File: config.mk
export PLATFORM = sky130hd
export DESIGN_NAME = imem_loader_flat
export DESIGN_NICKNAME = d
export VERILOG_FILES = /design/src/rtl/imem_loader_if.sv /design/src/rtl/imem_loader.sv /design/src/flat_wrapper.sv
export SDC_FILE = /design/constraint.sdc
export NUM_CORES = 1
export LEC_CHECK = 0
export ABC_AREA = 1
export BUFFER_PORTS_ARGS = -buffer_cell sky130_fd_sc_hd__buf_2
export CORE_UTILIZATION = 50
export DETAILED_ROUTE_END_ITERATION = 12
export PLACE_DENSITY = 0.73
export SLEW_MARGIN = 5
export SYNTH_ARGS = -nofsm -noshare
export SYNTH_HDL_FRONTEND = slang
export SYNTH_SLANG_ARGS = --single-unit
File: constraint.sdc
create_clock -name gated_clock -period 2.76 [get_ports gated_clock]
set_input_delay 0.138 -clock gated_clock [delete_from_list [all_inputs] [get_ports gated_clock]]
set_output_delay 0.138 -clock gated_clock [all_outputs]
set_load 0.05 [all_outputs]
File: src/rtl/imem_loader_if.sv
// Byte-stream input and instruction-memory write port of the program loader.
// The master drives the byte stream and receives memory writes; the loader is the slave.
interface imem_loader_if #(
  parameter int ADDR_W = 6
);
  logic              in_valid;
  logic [7:0]        in_data;
  logic              in_ready;
  logic              mem_we;
  logic [ADDR_W-1:0] mem_addr;
  logic [31:0]       mem_wdata;

  modport master (
    output in_valid,
    output in_data,
    input  in_ready,
    input  mem_we,
    input  mem_addr,
    input  mem_wdata
  );

  modport slave (
    input  in_valid,
    input  in_data,
    output in_ready,
    output mem_we,
    output mem_addr,
    output mem_wdata
  );
endinterface

File: src/rtl/imem_loader.sv
// Length-prefixed byte-stream loader that assembles little-endian words into instruction memory.
// Optional XOR trailer check is enabled by defining CHECKSUM_EN.
module imem_loader #(
  parameter int MEM_BYTES = 64,
  parameter int ADDR_W    = 6
) (
  input  logic              gated_clock,
  input  logic              reset,
  input  logic              start,
  imem_loader_if.slave      bus,
  output logic              core_hold,
  output logic              busy,
  output logic              done,
  output logic              error,
  output logic [ADDR_W-2:0] word_count
);

  typedef enum logic [2:0] {
    S_IDLE  = 3'd0,
    S_HDR   = 3'd1,
    S_DATA  = 3'd2,
`ifdef CHECKSUM_EN
    S_CSUM  = 3'd3,
`endif
    S_DONE  = 3'd4,
    S_ERROR = 3'd5
  } state_t;

  localparam logic [7:0]        MAX_WORDS = 8'(MEM_BYTES / 4);
  localparam logic [ADDR_W-2:0] WC_ONE    = 1;

  state_t            state_q, state_d;
  logic [1:0]        lane_q;
  logic [7:0]        bytes_q [3];
  logic [ADDR_W-2:0] n_q;
  logic [ADDR_W-2:0] word_count_q;
  logic              mem_we_q;
  logic [ADDR_W-1:0] mem_addr_q;
  logic [31:0]       mem_wdata_q;
  logic              in_ready_d;
  logic              accept;
  logic              start_ok;
  logic              hdr_bad;
  logic              data_acc;
  logic              word_end;
  logic              last_word;

  assign accept    = bus.in_valid & in_ready_d;
  assign start_ok  = start & ((state_q == S_IDLE) | (state_q == S_DONE) | (state_q == S_ERROR));
  assign hdr_bad   = (bus.in_data == 8'd0) | (bus.in_data > MAX_WORDS);
  assign data_acc  = accept & (state_q == S_DATA);
  assign word_end  = data_acc & (lane_q == 2'd3);
  // word_count lags a write by one cycle, but words are at least four cycles apart
  assign last_word = (word_count_q == (n_q - WC_ONE));

`ifdef CHECKSUM_EN
  logic [7:0] csum_q;

  always_ff @(posedge gated_clock or posedge reset) begin
    if (reset) begin
      csum_q <= 8'd0;
    end else if (start_ok || (accept && state_q == S_HDR)) begin
      csum_q <= 8'd0;
    end else if (data_acc) begin
      csum_q <= csum_q ^ bus.in_data;
    end
  end
`endif

  always_ff @(posedge gated_clock or posedge reset) begin
    if (reset) begin
      state_q <= S_IDLE;
    end else begin
      state_q <= state_d;
    end
  end

  always_comb begin
    state_d = state_q;
    case (state_q)
      S_IDLE, S_DONE, S_ERROR: begin
        if (start) state_d = S_HDR;
      end
      S_HDR: begin
        if (accept) state_d = hdr_bad ? S_ERROR : S_DATA;
      end
      S_DATA: begin
        if (word_end && last_word) begin
`ifdef CHECKSUM_EN
          state_d = S_CSUM;
`else
          state_d = S_DONE;
`endif
        end
      end
`ifdef CHECKSUM_EN
      S_CSUM: begin
        if (accept) state_d = (bus.in_data == csum_q) ? S_DONE : S_ERROR;
      end
`endif
      default: state_d = S_IDLE;
    endcase
  end

  always_comb begin
    in_ready_d = 1'b0;
    busy       = 1'b0;
    core_hold  = 1'b0;
    done       = 1'b0;
    error      = 1'b0;
    case (state_q)
      S_HDR, S_DATA: begin
        in_ready_d = 1'b1;
        busy       = 1'b1;
        core_hold  = 1'b1;
      end
`ifdef CHECKSUM_EN
      S_CSUM: begin
        in_ready_d = 1'b1;
        busy       = 1'b1;
        core_hold  = 1'b1;
      end
`endif
      S_DONE:  done = 1'b1;
      S_ERROR: begin
        error     = 1'b1;
        core_hold = 1'b1;
      end
      default: ;
    endcase
  end

  // Lanes 0..2 are parked here; lane 3 goes straight into the write word
  for (genvar gi = 0; gi < 3; gi++) begin : g_lane
    always_ff @(posedge gated_clock or posedge reset) begin
      if (reset) begin
        bytes_q[gi] <= 8'd0;
      end else if (data_acc && lane_q == 2'(gi)) begin
        bytes_q[gi] <= bus.in_data;
      end
    end
  end

  always_ff @(posedge gated_clock or posedge reset) begin
    if (reset) begin
      lane_q       <= 2'd0;
      n_q          <= '0;
      word_count_q <= '0;
      mem_we_q     <= 1'b0;
      mem_addr_q   <= '0;
      mem_wdata_q  <= 32'd0;
    end else begin
      mem_we_q <= 1'b0;
      if (mem_we_q && word_count_q != n_q) begin
        word_count_q <= word_count_q + WC_ONE;
      end
      if (start_ok) begin
        lane_q       <= 2'd0;
        word_count_q <= '0;
      end
      if (accept && state_q == S_HDR && !hdr_bad) begin
        n_q          <= bus.in_data[ADDR_W-2:0];
        lane_q       <= 2'd0;
        word_count_q <= '0;
      end
      if (data_acc) begin
        lane_q <= lane_q + 2'd1;
      end
      if (word_end) begin
        mem_we_q    <= 1'b1;
        mem_addr_q  <= {word_count_q[ADDR_W-3:0], 2'b00};
        mem_wdata_q <= {bus.in_data, bytes_q[2], bytes_q[1], bytes_q[0]};
      end
    end
  end

  assign bus.in_ready  = in_ready_d;
  assign bus.mem_we    = mem_we_q;
  assign bus.mem_addr  = mem_addr_q;
  assign bus.mem_wdata = mem_wdata_q;
  assign word_count    = word_count_q;

endmodule
File: src/flat_wrapper.sv
// flat-port wrapper written by rule: the top's interface ports become plain ports
module imem_loader_flat 
#(
  parameter int MEM_BYTES = 64,
  parameter int ADDR_W    = 6
)
  (gated_clock, reset, start, core_hold, busy, done, error, word_count, bus_in_valid, bus_in_data, bus_in_ready, bus_mem_we, bus_mem_addr, bus_mem_wdata);
  imem_loader_if #(.ADDR_W(ADDR_W)) bus_i ();
  input  logic gated_clock;
  input  logic reset;
  input  logic start;
  output logic core_hold;
  output logic busy;
  output logic done;
  output logic error;
  output logic [ADDR_W-2:0] word_count;
  input wire logic [$bits(bus_i.in_valid)-1:0] bus_in_valid;
  input wire logic [$bits(bus_i.in_data)-1:0] bus_in_data;
  output wire logic [$bits(bus_i.in_ready)-1:0] bus_in_ready;
  output wire logic [$bits(bus_i.mem_we)-1:0] bus_mem_we;
  output wire logic [$bits(bus_i.mem_addr)-1:0] bus_mem_addr;
  output wire logic [$bits(bus_i.mem_wdata)-1:0] bus_mem_wdata;
  assign bus_i.in_valid = bus_in_valid;
  assign bus_i.in_data = bus_in_data;
  assign bus_in_ready = bus_i.in_ready;
  assign bus_mem_we = bus_i.mem_we;
  assign bus_mem_addr = bus_i.mem_addr;
  assign bus_mem_wdata = bus_i.mem_wdata;
  imem_loader #(.MEM_BYTES(MEM_BYTES), .ADDR_W(ADDR_W)) u_core (.gated_clock(gated_clock), .reset(reset), .start(start), .bus(bus_i), .core_hold(core_hold), .busy(busy), .done(done), .error(error), .word_count(word_count));
endmodule
==> results.yml <==
global_route:
  grt_pass1_vias: 2638
  grt_max_degree: 40
  grt_overflow_total: 0
  track_usage_pct: 22.17
  grt_antenna_before_repair: 0
  grt_pass1_wl_um: 12290
clocking:
  ctsRootBufferMaster: "clkbuf_8"
  clock_sinks: 76
  cts_setup_buffers: 0
  hold_buffers: 1
  ctsHtreeMaxLevel: 3
  clk_pin_slew_ns: 0.07
  cts_resized: 0
  clk_latency_ns: 0.35
  cts_tree: "done"
  numCtsBuffers: 9
  clockBufferDepth: 2
placed_design:
  globalplace.congestion: 0.8880
  numPortBuffers: 58
  dp_cells: 530
  pre_cts_slack_ns: 0.9945
  placed_area_mm2: 0.003770
  dp_hpwl_um: 5243
finish:
  syn_to_final_growth_pct: 16.35
  fillers: 581
  drive_gt1_share_pct: 20.09
  design_area_mm2: 0.004016
  final_cells: 545
  finish.utilization_pct: 61.84
  n_antenna_cell: 0
  final_nets: 483
timing:
  whs_ns: 0.1580
  rsz0062_at_grt: "no"
  slew_headroom_pct: 44.35
  drv_slew: 0
  setup_viol_count_final: 0
  finalHoldViolations: 0
  period_share_pct: 63.69
  setup_tns_ns: 0
  worst_pin_slew_ns: 0.8336
  finalClockSkew_ns: 0.004363
  fmaxAchievable_ghz: 0.5689
  period_minus_slack_ns: 1.758
  final.setup.worst_slack_ns: 1.002
power_and_ir_drop:
  switching_power_mw: 1.011
  power.total_mw: 3.087
  ir_drop_v: 0.0008574
  p_clk_share_pct: 32.7
  switching_share_pct: 32.77
  p_int_mw: 2.075
  cellLeakagePower_nw: 2.271
  seqPwrFrac_pct: 42.0
  powerDensity_mw_per_mm2: 768.5
  pwr-share-comb_pct: 25.3
floorplan:
  fp.dieArea_mm2: 0.007240
  design.core.area_mm2: 0.006495
  die_x_um: 85.09
  initial_core_util_pct: 53.15
  die_h_um: 85.09
  rows: 29
  ios: 61
yosys:
  yosysSeqAreaShare_pct: 55.09
  yosysWarnings: 0
  synth.most_common_cell: "nand2_1"
  ys_types: 30
  synth_area_per_cell_um2: 8.503
  synth-edff-count: 0
  synth_cells: 406
  synthTopCellsByArea: "dfrtp_1 55%, nand2_1 19%, o21ai_0 5.8%, inv_1 3.5%, ha_1 2.2%"
  synthTopCellsByCount: "171 x nand2_1, 76 x dfrtp_1, 40 x o21ai_0, 32 x inv_1, 14 x nand3_1"
  synth.top_cell.area_share_pct: 55.09
  synth_top_cell_by_area: "dfrtp_1"
  ys_ff_latch: 76
  synth-main-ff-cell: "dfrtp_1"
  synth_async_sr_flop_share_pct: 100.0
  netlist_area_mm2: 0.003452
route:
  drc: 0
  drt_iter0_drc: 167
  firstDrtPassIters: 5
  ant_nets: 0
  wl_per_cell_um: 13.38
  vias: 2751
  routed_via_density: 5.048
  wirelength_um: 7291
worst_setup_path:
  cp_common_cell: "inv_2"
  worstPathRequired_ns: 2.98
  cp_num_buf_inv: 3
  critical-path-top-delay-family: "buffers and inverters"
  cp_data_arrival_time_ns: 1.98
  worst-setup-path-type: "reg -> reg"
  cp_slowest_cell: "dfrtp_1"
  path_cells: "inv_2 -> nand4_2 -> inv_2 -> nand2_2 -> buf_4 -> nand2_1 -> o21ai_0"
  max_stage_delay_ns: 0.40
  worstPathMaxFanout: 27
  critPathLaunchType: "flop"
  end_kind: "flop"
hold_path:
  hold_class: "in -> reg"
run_status:
  status: "completed"
run:
  drv_cap: 0
## registers in the layout, indices dropped and copies added, names as in the netlist
| register | flops |
|---|---|
| u_core.lane_q | 2 |
| u_core.n_q | 5 |
| u_core.state_q | 3 |
| u_core.word_count | 5 |
| u_core.bus.mem_we | 1 |
| u_core.bus.mem_addr | 4 |
| u_core.bytes_q | 24 |
| u_core.bus.mem_wdata | 32 |
## logic make-up after synthesis
group | share of synthesized area (%)
flip-flops | 55.09
other | 0.1086
buffers and inverters | 6.923
XOR/XNOR | 1.015
AND/OR/NAND/NOR | 26.46
AO/OA/AOI/OAI | 8.228
adder cells (fa/ha/maj) | 2.175
## cells in the final DEF, fill, tap and decap left out, types with 2 or more instances in the layout
master	n
dfrtp_1	76
buf_2	58
nand4_1	7
ha_1	6
o21ai_2	5
o21ai_1	2
bufinv_16	3
nor2_1	11
clkbuf_8	10
nand3_1	14
nor3_1	2
inv_2	4
a21oi_1	3
o21ai_0	40
xor2_1	3
conb_1	2
nand2_1	171
nand2_2	4
inv_1	31
buf_4	2
## routing by layer
metal  vias up  GRT usage (%)  routed length, um
met1      1282          30.04               3480
met5         -              0                  0
li1       1389              -                  -
met3        13          3.599                302
met2        67          34.16               3370
met4         0          12.48                138
## power groups by stage
stage / Clock [mW] / Combinational [mW] / Sequential [mW]
finish: 1.01 / 0.780 / 1.30
detailed placement: 0 / 0.779 / 1.31
floorplan: 0 / 0.652 / 1.30
CTS: 1.03 / 0.783 / 1.29
global route: 1.07 / 0.877 / 1.31
global placement: 0 / 0.762 / 1.31
## worst paths after layout
path                       slack, ns                startpoint  depth (start not counted)                  endpoint
max in group asynchronous       1.58                     reset                          4      u_core.word_count[0]
setup reg to reg                1.00         u_core.state_q[2]                          7  u_core.bus.mem_wdata[27]
min in group asynchronous       0.50                     reset                          3   u_core.bus.mem_wdata[9]
setup / recovery                1.00         u_core.state_q[2]                          7  u_core.bus.mem_wdata[27]
hold / removal                  0.16            bus_in_data[7]                          3        u_core.bytes_q[15]
hold reg to reg                 0.47  u_core.bus.mem_wdata[16]                          2  u_core.bus.mem_wdata[16]
## layout make-up
class                      count  area, um2  share of cell area (%)
clock buffer                  10      137.6                   3.427
timing repair buffer          62      335.3                   8.349
inverter                      35      131.4                   3.271
tap                           77      96.34                   2.399
multi-input combinational    281       1315                   32.74
sequential                    76       1902                   47.35
clock inverter                 4      98.84                   2.461
## worst register-to-register path, delay by kind of cell (launching register included)
kind | cells | cell delay (ns)
AOI/OAI and AO/OA | 1 | 0.08
and+or+nand+nor | 3 | 0.55
DFF | 1 | 0.40
buffers and inverters | 3 | 0.62
No activity file was read; power rests on OpenSTA's default activity.
